File: src/rtl/player_ctrl_pkg.sv
// Shared types and constants for the light-cycle player controller.
//   dir_t      : heading / direction encoding (0=up, 1=down, 2=left, 3=right)
//   pc_state_t : controller FSM states
//   cell_addr  : row-major trail RAM address for a 100-column grid
package tron_pkg;

    localparam int GRID_COLS_DEF   = 100;
    localparam int GRID_ROWS_DEF   = 75;
    localparam int TICK_FRAMES_DEF = 4;
    localparam int START_COL_DEF   = 25;
    localparam int START_ROW_DEF   = 37;

    localparam int COORD_W = 7;
    localparam int ADDR_W  = 13;
    localparam int CNT_W   = 4;

    typedef enum logic [1:0] {
        UP    = 2'd0,
        DOWN  = 2'd1,
        LEFT  = 2'd2,
        RIGHT = 2'd3
    } dir_t;

    typedef enum logic [2:0] {
        S_IDLE  = 3'd0,
        S_RUN   = 3'd1,
        S_READ  = 3'd2,
        S_CHECK = 3'd3,
        S_CRASH = 3'd4
    } pc_state_t;

    // row*100 + col without a multiplier: 100 = 64 + 32 + 4.
    function automatic logic [ADDR_W-1:0] cell_addr(input logic [COORD_W-1:0] row,
                                                    input logic [COORD_W-1:0] col);
        logic [ADDR_W-1:0] r;
        logic [ADDR_W-1:0] c;
        r = {{(ADDR_W-COORD_W){1'b0}}, row};
        c = {{(ADDR_W-COORD_W){1'b0}}, col};
        return (r << 6) + (r << 5) + (r << 2) + c;
    endfunction

    // The encoding pairs opposite directions as {0,1} and {2,3}, so two
    // directions are reverses exactly when they differ only in bit 0.
    function automatic logic is_reverse(input dir_t a, input dir_t b);
        return (a ^ b) == 2'b01;
    endfunction

endpackage

File: src/rtl/player_ctrl_if.sv
// Trail RAM port between the player controller (master) and the trail
// RAM owner (slave).
//   trail_re / trail_raddr : read request; trail_rdata valid the next cycle
//   trail_rdata            : occupied bit returned by the RAM
//   trail_we / trail_waddr : write strobe, data implicitly 1
//   clear_req              : request to clear the whole RAM
// All strobes are single-cycle pulses with no back-pressure: the RAM
// owner must accept every read, write and clear in the cycle it is
// presented, and it returns read data exactly one cycle after trail_re.
interface player_ctrl_if;
    import tron_pkg::*;

    logic              trail_re;
    logic [ADDR_W-1:0] trail_raddr;
    logic              trail_rdata;
    logic              trail_we;
    logic [ADDR_W-1:0] trail_waddr;
    logic              clear_req;

    modport master (
        output trail_re, trail_raddr, trail_we, trail_waddr, clear_req,
        input  trail_rdata
    );

    modport slave (
        input  trail_re, trail_raddr, trail_we, trail_waddr, clear_req,
        output trail_rdata
    );
endinterface

File: src/rtl/player_ctrl_edge_detect.sv
// Registered rising-edge detector.
//   clock, reset_n : clock and asynchronous active-low reset
//   sig_in         : level input (already synchronous to clock)
//   pulse          : one-cycle pulse, high the cycle after sig_in rises
module edge_detect (
    input  logic clock,
    input  logic reset_n,
    input  logic sig_in,
    output logic pulse
);
    logic sig_q, sig_d;
    logic prev_q, prev_d;

    always_comb begin
        sig_d  = sig_in;
        prev_d = sig_q;
    end

    always_ff @(posedge clock or negedge reset_n) begin
        if (!reset_n) begin
            sig_q  <= 1'b0;
            prev_q <= 1'b0;
        end else begin
            sig_q  <= sig_d;
            prev_q <= prev_d;
        end
    end

    assign pulse = sig_q & ~prev_q;
endmodule

File: src/rtl/player_ctrl.sv
// Per-player motion and collision controller for the light-cycle game.
// Advances the head one grid cell every TICK_FRAMES frames, checks the
// target cell against the trail RAM, marks the vacated cell and reports
// head position and game status.
//   clock, reset_n : pixel clock, asynchronous active-low reset
//   vs             : vertical sync level; its rising edge is a frame
//   start          : serve/start level; its rising edge starts a game
//   dir_in         : one-hot {up, down, left, right} request
//   trail          : trail RAM port (master side)
//   head_col/row   : current head cell
//   heading        : current heading (dir_t encoding)
//   running/crashed: game status
//   dbg_state      : controller FSM state
module player_ctrl
    import tron_pkg::*;
#(
    parameter int GRID_COLS   = GRID_COLS_DEF,
    parameter int GRID_ROWS   = GRID_ROWS_DEF,
    parameter int TICK_FRAMES = TICK_FRAMES_DEF,
    parameter int START_COL   = START_COL_DEF,
    parameter int START_ROW   = START_ROW_DEF
) (
    input  logic               clock,
    input  logic               reset_n,
    input  logic               vs,
    input  logic               start,
    input  logic [3:0]         dir_in,
    player_ctrl_if.master      trail,
    output logic [COORD_W-1:0] head_col,
    output logic [COORD_W-1:0] head_row,
    output logic [1:0]         heading,
    output logic               running,
    output logic               crashed,
    output pc_state_t          dbg_state
);
    logic frame_pulse;
    logic start_pulse;

    edge_detect u_vs_edge (
        .clock  (clock),
        .reset_n(reset_n),
        .sig_in (vs),
        .pulse  (frame_pulse)
    );

    edge_detect u_start_edge (
        .clock  (clock),
        .reset_n(reset_n),
        .sig_in (start),
        .pulse  (start_pulse)
    );

    pc_state_t          state_q, state_d;
    logic [COORD_W-1:0] head_col_q, head_col_d, head_row_q, head_row_d;
    logic [COORD_W-1:0] next_col_q, next_col_d, next_row_q, next_row_d;
    dir_t               heading_q, heading_d, pend_q, pend_d, step_dir_q, step_dir_d;
    logic [CNT_W-1:0]   frame_cnt_q, frame_cnt_d;
    logic               trail_re_q, trail_re_d, trail_we_q, trail_we_d;
    logic               clear_req_q, clear_req_d;
    logic [ADDR_W-1:0]  raddr_q, raddr_d, waddr_q, waddr_d;
    logic               running_q, running_d, crashed_q, crashed_d;

    // Decoded direction request.
    logic dir_valid;
    dir_t dir_req;

    always_comb begin
        dir_valid = 1'b1;
        dir_req   = RIGHT;
        case (dir_in)
            4'b1000: dir_req = UP;
            4'b0100: dir_req = DOWN;
            4'b0010: dir_req = LEFT;
            4'b0001: dir_req = RIGHT;
            default: dir_valid = 1'b0;
        endcase
    end

    // Candidate next cell from the pending direction, plus the edge test.
    logic [COORD_W-1:0] cand_col, cand_row;
    logic               off_grid;

    always_comb begin
        cand_col = head_col_q;
        cand_row = head_row_q;
        off_grid = 1'b0;
        case (pend_q)
            UP: begin
                off_grid = (head_row_q == '0);
                cand_row = head_row_q - 7'd1;
            end
            DOWN: begin
                off_grid = (head_row_q == 7'(GRID_ROWS - 1));
                cand_row = head_row_q + 7'd1;
            end
            LEFT: begin
                off_grid = (head_col_q == '0);
                cand_col = head_col_q - 7'd1;
            end
            default: begin
                off_grid = (head_col_q == 7'(GRID_COLS - 1));
                cand_col = head_col_q + 7'd1;
            end
        endcase
    end

    always_comb begin
        state_d     = state_q;
        head_col_d  = head_col_q;
        head_row_d  = head_row_q;
        next_col_d  = next_col_q;
        next_row_d  = next_row_q;
        heading_d   = heading_q;
        pend_d      = pend_q;
        step_dir_d  = step_dir_q;
        frame_cnt_d = frame_cnt_q;
        trail_re_d  = 1'b0;
        trail_we_d  = 1'b0;
        clear_req_d = 1'b0;
        raddr_d     = raddr_q;
        waddr_d     = waddr_q;
        running_d   = running_q;
        crashed_d   = crashed_q;

        if (dir_valid && !is_reverse(dir_req, heading_q)) begin
            pend_d = dir_req;
        end

        // Frames are counted in every active state, so a stray frame
        // during a step still advances the tick.
        if (frame_pulse && (state_q == S_RUN || state_q == S_READ || state_q == S_CHECK)) begin
            if (frame_cnt_q == 4'(TICK_FRAMES - 1)) begin
                frame_cnt_d = '0;
            end else begin
                frame_cnt_d = frame_cnt_q + 4'd1;
            end
        end

        case (state_q)
            S_IDLE, S_CRASH: begin
                if (start_pulse) begin
                    clear_req_d = 1'b1;
                    head_col_d  = 7'(START_COL);
                    head_row_d  = 7'(START_ROW);
                    heading_d   = RIGHT;
                    // A new game must not inherit a pending turn that
                    // would be a reversal of the fresh heading.
                    pend_d      = RIGHT;
                    frame_cnt_d = '0;
                    running_d   = 1'b1;
                    crashed_d   = 1'b0;
                    state_d     = S_RUN;
                end
            end
            S_RUN: begin
                if (frame_pulse && frame_cnt_q == 4'(TICK_FRAMES - 1)) begin
                    step_dir_d = pend_q;
                    if (off_grid) begin
                        running_d = 1'b0;
                        crashed_d = 1'b1;
                        state_d   = S_CRASH;
                    end else begin
                        next_col_d = cand_col;
                        next_row_d = cand_row;
                        trail_re_d = 1'b1;
                        raddr_d    = cell_addr(cand_row, cand_col);
                        state_d    = S_READ;
                    end
                end
            end
            S_READ: begin
                state_d = S_CHECK;
            end
            S_CHECK: begin
                if (trail.trail_rdata) begin
                    running_d = 1'b0;
                    crashed_d = 1'b1;
                    state_d   = S_CRASH;
                end else begin
                    trail_we_d = 1'b1;
                    waddr_d    = cell_addr(head_row_q, head_col_q);
                    head_col_d = next_col_q;
                    head_row_d = next_row_q;
                    heading_d  = step_dir_q;
                    state_d    = S_RUN;
                end
            end
            default: state_d = S_IDLE;
        endcase
    end

    always_ff @(posedge clock or negedge reset_n) begin
        if (!reset_n) begin
            state_q     <= S_IDLE;
            head_col_q  <= 7'(START_COL);
            head_row_q  <= 7'(START_ROW);
            next_col_q  <= '0;
            next_row_q  <= '0;
            heading_q   <= RIGHT;
            pend_q      <= RIGHT;
            step_dir_q  <= RIGHT;
            frame_cnt_q <= '0;
            trail_re_q  <= 1'b0;
            trail_we_q  <= 1'b0;
            clear_req_q <= 1'b0;
            raddr_q     <= '0;
            waddr_q     <= '0;
            running_q   <= 1'b0;
            crashed_q   <= 1'b0;
        end else begin
            state_q     <= state_d;
            head_col_q  <= head_col_d;
            head_row_q  <= head_row_d;
            next_col_q  <= next_col_d;
            next_row_q  <= next_row_d;
            heading_q   <= heading_d;
            pend_q      <= pend_d;
            step_dir_q  <= step_dir_d;
            frame_cnt_q <= frame_cnt_d;
            trail_re_q  <= trail_re_d;
            trail_we_q  <= trail_we_d;
            clear_req_q <= clear_req_d;
            raddr_q     <= raddr_d;
            waddr_q     <= waddr_d;
            running_q   <= running_d;
            crashed_q   <= crashed_d;
        end
    end

    assign trail.trail_re    = trail_re_q;
    assign trail.trail_raddr = raddr_q;
    assign trail.trail_we    = trail_we_q;
    assign trail.trail_waddr = waddr_q;
    assign trail.clear_req   = clear_req_q;
    assign head_col          = head_col_q;
    assign head_row          = head_row_q;
    assign heading           = heading_q;
    assign running           = running_q;
    assign crashed           = crashed_q;
    assign dbg_state         = state_q;
endmodule

File: src/flat_wrapper.sv
// flat-port wrapper written by rule: the top's interface ports become plain ports
module player_ctrl_flat import tron_pkg::*;
#(
    parameter int GRID_COLS   = GRID_COLS_DEF,
    parameter int GRID_ROWS   = GRID_ROWS_DEF,
    parameter int TICK_FRAMES = TICK_FRAMES_DEF,
    parameter int START_COL   = START_COL_DEF,
    parameter int START_ROW   = START_ROW_DEF
)
  (clock, reset_n, vs, start, dir_in, head_col, head_row, heading, running, crashed, dbg_state, trail_trail_re, trail_trail_raddr, trail_trail_we, trail_trail_waddr, trail_clear_req, trail_trail_rdata);
  player_ctrl_if trail_i ();
  input  logic clock;
  input  logic reset_n;
  input  logic vs;
  input  logic start;
  input  logic [3:0] dir_in;
  output logic [COORD_W-1:0] head_col;
  output logic [COORD_W-1:0] head_row;
  output logic [1:0] heading;
  output logic running;
  output logic crashed;
  output pc_state_t dbg_state;
  output wire logic [$bits(trail_i.trail_re)-1:0] trail_trail_re;
  output wire logic [$bits(trail_i.trail_raddr)-1:0] trail_trail_raddr;
  output wire logic [$bits(trail_i.trail_we)-1:0] trail_trail_we;
  output wire logic [$bits(trail_i.trail_waddr)-1:0] trail_trail_waddr;
  output wire logic [$bits(trail_i.clear_req)-1:0] trail_clear_req;
  input wire logic [$bits(trail_i.trail_rdata)-1:0] trail_trail_rdata;
  assign trail_trail_re = trail_i.trail_re;
  assign trail_trail_raddr = trail_i.trail_raddr;
  assign trail_trail_we = trail_i.trail_we;
  assign trail_trail_waddr = trail_i.trail_waddr;
  assign trail_clear_req = trail_i.clear_req;
  assign trail_i.trail_rdata = trail_trail_rdata;
  player_ctrl #(.GRID_COLS(GRID_COLS), .GRID_ROWS(GRID_ROWS), .TICK_FRAMES(TICK_FRAMES), .START_COL(START_COL), .START_ROW(START_ROW)) u_core (.clock(clock), .reset_n(reset_n), .vs(vs), .start(start), .dir_in(dir_in), .trail(trail_i), .head_col(head_col), .head_row(head_row), .heading(heading), .running(running), .crashed(crashed), .dbg_state(dbg_state));
endmodule
File: config.mk
export PLATFORM = sky130hd
export DESIGN_NAME = player_ctrl_flat
export DESIGN_NICKNAME = d
export VERILOG_FILES = /design/src/rtl/player_ctrl_pkg.sv /design/src/rtl/player_ctrl_if.sv /design/src/rtl/player_ctrl_edge_detect.sv /design/src/rtl/player_ctrl.sv /design/src/flat_wrapper.sv
export SDC_FILE = /design/constraint.sdc
export NUM_CORES = 1
export LEC_CHECK = 0
export CAP_MARGIN = 10
export CORE_MARGIN = 2
export CORE_UTILIZATION = 57
export CTS_BUF_LIST = sky130_fd_sc_hd__clkbuf_8 sky130_fd_sc_hd__clkbuf_16
export CTS_CLUSTER_SIZE = 14
export DETAILED_ROUTE_END_ITERATION = 10
export PLACE_DENSITY_LB_ADDON = 0.12
export SYNTH_ARGS = -nofsm -noshare
export SYNTH_HDL_FRONTEND = slang
export SYNTH_HIERARCHICAL = 1
export SYNTH_SLANG_ARGS = --single-unit
File: constraint.sdc
create_clock -name clock -period 6.1 [get_ports clock]
set_input_delay 0.61 -clock clock [delete_from_list [all_inputs] [get_ports clock]]
set_output_delay 0.61 -clock clock [all_outputs]
set_load 0.01 [all_outputs]
=== Word level (Yosys, flattened, before mapping) ===
Index checks and enable logic that the tools add are counted.

* Equality and inequality tests: 19
* Magnitude comparators: 0
* Bitwise gates (word level): 7
* Reduce and logical (&&, ||, !) cells: 21
* Divide/modulo/power cells: 0
* Shift operators: 0
* Add/subtract/negate cells: 11
* Multipliers: 0
* Muxes and demuxes: 43

{| class="wikitable"
|+ Operator list
! cell !! count
|-
| one-hot mux 7 bit (2 select lines) || 4
|-
| two-way mux 7 bit || 4
|-
| adder 13 x 12 -> 13 bit || 2
|-
| adder 13 x 7 -> 13 bit || 2
|-
| adder 13 x 9 -> 13 bit || 2
|-
| two-way mux 1 bit || 16
|-
| two-way mux 4 bit || 4
|-
| adder 7 x 1 -> 7 bit (second input constant) || 2
|-
| == test 7 bit (second input constant) || 2
|-
| zero test 7 bit || 2
|-
| subtractor 7 x 1 -> 7 bit (second input constant) || 2
|-
| two-way mux 3 bit || 4
|-
| one-hot mux 3 bit (4 select lines) || 1
|-
| two-way mux 2 bit || 5
|-
| one-hot mux 1 bit (3 select lines) || 3
|-
| == test 4 x 2 -> 1 bit (second input constant) || 2
|-
| == test 3 x 2 -> 1 bit (second input constant) || 2
|-
| inequality test 2 bit (second input constant) || 3
|-
| one-hot mux 2 bit (3 select lines) || 1
|-
| AND reduction 2 bit || 3
|-
| AND reduction 3 bit || 2
|-
| AND reduction 5 bit || 1
|-
| adder 4 x 1 -> 4 bit (second input constant) || 1
|-
| == test 2 x 1 -> 1 bit (second input constant) || 2
|-
| other kinds (20) || 29
|}

* ROM bits: 0
* RAM bits: 0
* Bits in latches: 0
* Input port bits: 9
* Memories: 0
* Bits in registers: 76
* Logic and storage cells: 121

=== Logic depth before layout (Yosys ltp) ===
* Word-level depth: 9
* Depth in mapped cells: 19

=== Hierarchy ===
The synthesis kept the hierarchy.

{| class="wikitable"
|+ Modules (own cells, without submodules)
! module !! times used !! area an instance (um2) !! cells each !! sequential area each (um2)
|-
| player_ctrl || 1 || 4,815.9 || 517 || 1,766.7
|-
| edge_detect || 2 || 63.8 || 3 || 50.0
|}

=== Worst setup path before layout ===
Ideal clock, no wire load.

* Path type: register to register
* Start point: register u_core.pend_q[1]
* End point: register u_core.raddr_q[10], in the netlist u_core/trail.trail_raddr[10]
* Slack: 1.583 ns
* Data required time: 6.036 ns
* Arrival: 4.453 ns
* Stages on the path, launching flop included: 19
* Buffers on the path: 2
* Cell sequence: dfstp_2 > clkbuf_1 > buf_1 > nand2b_1 > xnor2_1 > ha_1 > or4_1 > o22ai_1 > nand2_1 > xor2_1 > fa_1 > fa_1 > inv_1 > ha_1 > nand2b_1 > a21oi_1 > or3_1 > a221oi_1 > a21o_1

* Longest elaborated chain between the ends: 5
* Elaborated cells on any way between the ends: 12
* Those cells by class: add/sub: 3; eq/ne: 2; mux: 3; bitwise: 1; reduce/logical: 3

{| class="wikitable"
|+ RTL lines
! what !! line !! text
|-
| start, declared || player_ctrl.sv:56 || <nowiki>dir_t heading_q, heading_d, pend_q, pend_d, step_dir_q, step_dir_d;</nowiki>
|-
| start signal, assigned || player_ctrl.sv:217 || <nowiki>pend_q <= pend_d;</nowiki>
|-
| == test 2 x 1 -> 1 bit / zero test 2 bit (equally long branches) || player_ctrl.sv:87 || <nowiki>case (pend_q)</nowiki>
|-
| one-hot mux 7 bit (2 select lines) || player_ctrl.sv:87 ||
|-
| adder 13 x 12 -> 13 bit || player_ctrl_pkg.sv:39 || <nowiki>return (r << 6) + (r << 5) + (r << 2) + c;</nowiki>
|-
| adder 13 x 9 -> 13 bit || player_ctrl_pkg.sv:39 ||
|-
| adder 13 x 7 -> 13 bit || player_ctrl_pkg.sv:39 ||
|-
| end signal, assigned || player_ctrl.sv:223 || <nowiki>raddr_q <= raddr_d;</nowiki>
|-
| end, declared || player_ctrl.sv:60 || <nowiki>logic [ADDR_W-1:0] raddr_q, raddr_d, waddr_q, waddr_d;</nowiki>
|}

Parallel ways exist; a longest one is shown, timed or not.
A chain may end at the register's enable or synchronous reset.

=== Worst setup path in the final report ===
Ends and elaborated chain as after synthesis.

==> results.cfg <==
[die]
ios = 59
start_util_pct = 59.57
die_w_um = 97.13
core-area_um2 = 8299
num_rows = 33
die_h_um = 97.13
die_area_um2 = 9433

[clocking]
cts-buffers-inserted = 9
cts_setup_buffers = 0
cts-resized-gates = 0
tritoncts_num_sinks = 74
cts.htree.levels = 3
clk_pin_slew_ns = 0.08
insertion_delay_ns = 0.35
hold_buffers = 0
cts_tree = yes
cts_buffer_depth = 2
root_buffer = clkbuf_8

[final_layout]
finalInstanceArea_um2 = 5766
n_antenna_cell = 0
drive_gt1_share_pct = 6.597
nNetsFinal = 647
areaGrowthSynthToFinish_pct = 16.63
fin_util_pct = 69.47

[routing]
avgViaCountPerCell = 5.730
route.detailed.drc = 0
antenna_left = 0
drt-total-wl_um = 10450
avgRoutedWirePerCell_um = 15.35
dr.first_iter.drc_count = 240
vias = 3902
drt-pass1-iter-count = 5

[job]
cap_viol_max_count = 0

[global_route]
grtUsageTotal_pct = 23.18
first_global_vias = 3803
grt_pass1_wl_um = 18020
grt_max_degree = 75
antenna_found_initial = 0
overflow = 0

[logic_synthesis]
synth_common_cells = 75 x nand2_1, 62 x dfrtp_1, 54 x ha_1, 40 x nor2_1, 36 x o21ai_0
synth_cell_types = 63
synth-async-reset-ratio_pct = 100.0
ys_seq_area_share_pct = 37.76
syn_area_um2 = 4943
postSynthAreaPerCell_um2 = 9.452
synth-edff-count = 0
synth_cells = 523
synth_fp_nets = 599
synth_area_leaders = dfrtp_1 31%, ha_1 14%, dfstp_2 6.4%
yosysMostFrequentCell = nand2_1
synth_seq_cells = 74
synth_top_cell_area_share_pct = 31.38
yosys_warnings = 6
yosysTopAreaCell = dfrtp_1
synth_top_flop_cell = dfrtp_1

[power_and_ir_drop]
p_switching_uw = 848.3
pwr-share-seq_pct = 34.4
irDropWorstVdd_v = 0.0003049
clkPwrFrac_pct = 18.9
power_density_nw_per_um2 = 386.1
power_uw = 2226
p_int_uw = 1378
p_leak_uw = 0.002673
pwr-share-comb_pct = 46.7
netSwitchingFraction_pct = 38.10

[sta]
fin_crit_ns = 4.758
slew_headroom_pct = 14.52
rsz0062_at_grt = no
setup_violations = 0
finalHoldViolCount = 0
finalSetupTns_ns = 0
post-route-period-util_pct = 78.01
finClkSkew_ns = 0.01230
slew_violations = 0
worstMarginPinSlew_ns = 1.278
fmax_mhz = 210.2
worst_slack_ns = 1.342

[setup_path]
end_kind = flip-flop
max_stage_delay_ns = 0.87
cp_top_family = adder cells
cp.required_ns = 6.39
crit_type = reg -> reg
critPathLaunch = u_core/pend_q[1]$_DFF_PN1_
rr_worst_depth = 16
cp.arrival_ns = 5.05
rr_endpoint = u_core/trail.trail_raddr[10]$_DFFE_PN0P_
cp-start-kind = flip-flop
timing.rr.start = u_core/pend_q[1]$_DFF_PN1_
crit_fanout = 30
worst-path-buf-inv = 2
slowest_stage = dfstp_2
reg2reg_slack_ns = 1.34
crit_chain = nand2b_1 -> inv_1 -> fa_1 -> nand2b_1 -> a2111o_1 -> o211a_1 -> xor2_1 -> fa_1 -> inv_1 -> ha_1 -> ha_1 -> o21ai_0 -> a21oi_1 -> o21ai_0 -> a221oi_1 -> a21o_1

[placement]
dp_hpwl_um = 7368
port_buffers = 58
dp_slack_ns = 1.377
routabilityCongestion = 0.8166
place_area_um2 = 5549

[hold_path]
hp-class = in -> async

[status]
outcome = finished, final reports clean
==> per-stage QoR <==
step | cells | hold slack [ns]
after detailed placement | 665 | 0.3636
final | 681 | 0.3703
after floorplan | 523 | 0.3144
after CTS | 681 | 0.3938
after global placement | 665 | 0.3664
after global routing | 681 | 0.3973
==> worst max-delay path by stage <==
stage / end / slack, ns / cells past startpoint
6_report: u_core/trail.trail_raddr[10]$_DFFE_PN0P_ / 1.34 / 16
5_1_grt: u_core/trail.trail_raddr[10]$_DFFE_PN0P_ / 1.02 / 16
4_1_cts: u_core/trail.trail_raddr[10]$_DFFE_PN0P_ / 1.35 / 16
3_5_place_dp: u_core/trail.trail_raddr[12]$_DFFE_PN0P_ / 1.38 / 16
3_3_place_gp: u_core/trail.trail_raddr[10]$_DFFE_PN0P_ / 1.54 / 16
2_1_floorplan: u_core/trail.trail_raddr[10]$_DFFE_PN0P_ / 1.58 / 18
==> cell families after synthesis <==
kind of cell	count (synthesis)	share of synthesized area, %
xor+xnor	23	4.075
flops	74	37.76
mux	14	2.987
simple gates	189	18.53
compound gates	100	12.96
buf+inv	56	4.758
fa+ha+maj	67	18.93
==> cell type report <==
type / count / area (um^2)
Fill cell: 657 / 2534
Clock inverter: 7 / 92.59
Clock buffer: 9 / 123.9
Timing Repair Buffer: 58 / 578.1
Tap cell: 105 / 131.4
Inverter: 35 / 131.4
Multi-Input combinational cell: 393 / 2841
Sequential cell: 74 / 1867
==> cells in the final DEF, fill, tap and decap left out, drive strengths merged, types with 5 or more instances in the layout <==
| cell | synthesis | routed |
|---|---|---|
| a211oi | 6 | 6 |
| a21oi | 18 | 18 |
| clkbuf | 6 | 9 |
| clkdlybuf4s50 | 0 | 57 |
| dfrtp | 62 | 62 |
| dfstp | 12 | 12 |
| fa | 13 | 13 |
| ha | 54 | 54 |
| inv | 35 | 37 |
| mux2 | 6 | 6 |
| mux2i | 8 | 8 |
| nand2 | 75 | 75 |
| nand2b | 6 | 6 |
| nand3 | 12 | 12 |
| nor2 | 40 | 40 |
| nor2b | 9 | 9 |
| nor3 | 16 | 16 |
| o21a | 6 | 6 |
| o21ai | 37 | 37 |
| o22ai | 5 | 5 |
| o31ai | 5 | 5 |
| xnor2 | 11 | 11 |
| xor2 | 12 | 12 |
==> routing by layer <==
metal	vias up	global-route usage, %	share of wire, %
li1	1917	-	-
met1	1868	32.34	47
met2	109	37.50	48
met3	8	4.676	4.6
met4	0	5.525	0.93
met5	-	0	0
==> state kept, by name, summed over array words and instances, names as in the netlist, 3 cells and up <==
signal,count
u_core/head_col,7
u_core/next_row_q,7
u_core/trail.trail_raddr,11
u_core/dbg_state,3
u_core/head_row,7
u_core/trail.trail_waddr,13
u_core/frame_cnt_q,4
u_core/next_col_q,7
==> power groups by stage <==
| stage | Clock [uW] | Combinational [uW] | Sequential (uW) |
|---|---|---|---|
| after floorplan | 0 | 672 | 774 |
| after global placement | 0 | 1000 | 768 |
| after detailed placement | 0 | 1030 | 774 |
| after CTS | 432 | 1040 | 765 |
| after global routing | 454 | 1170 | 788 |
| final | 422 | 1040 | 766 |
Power figures use the tool's default switching activity.
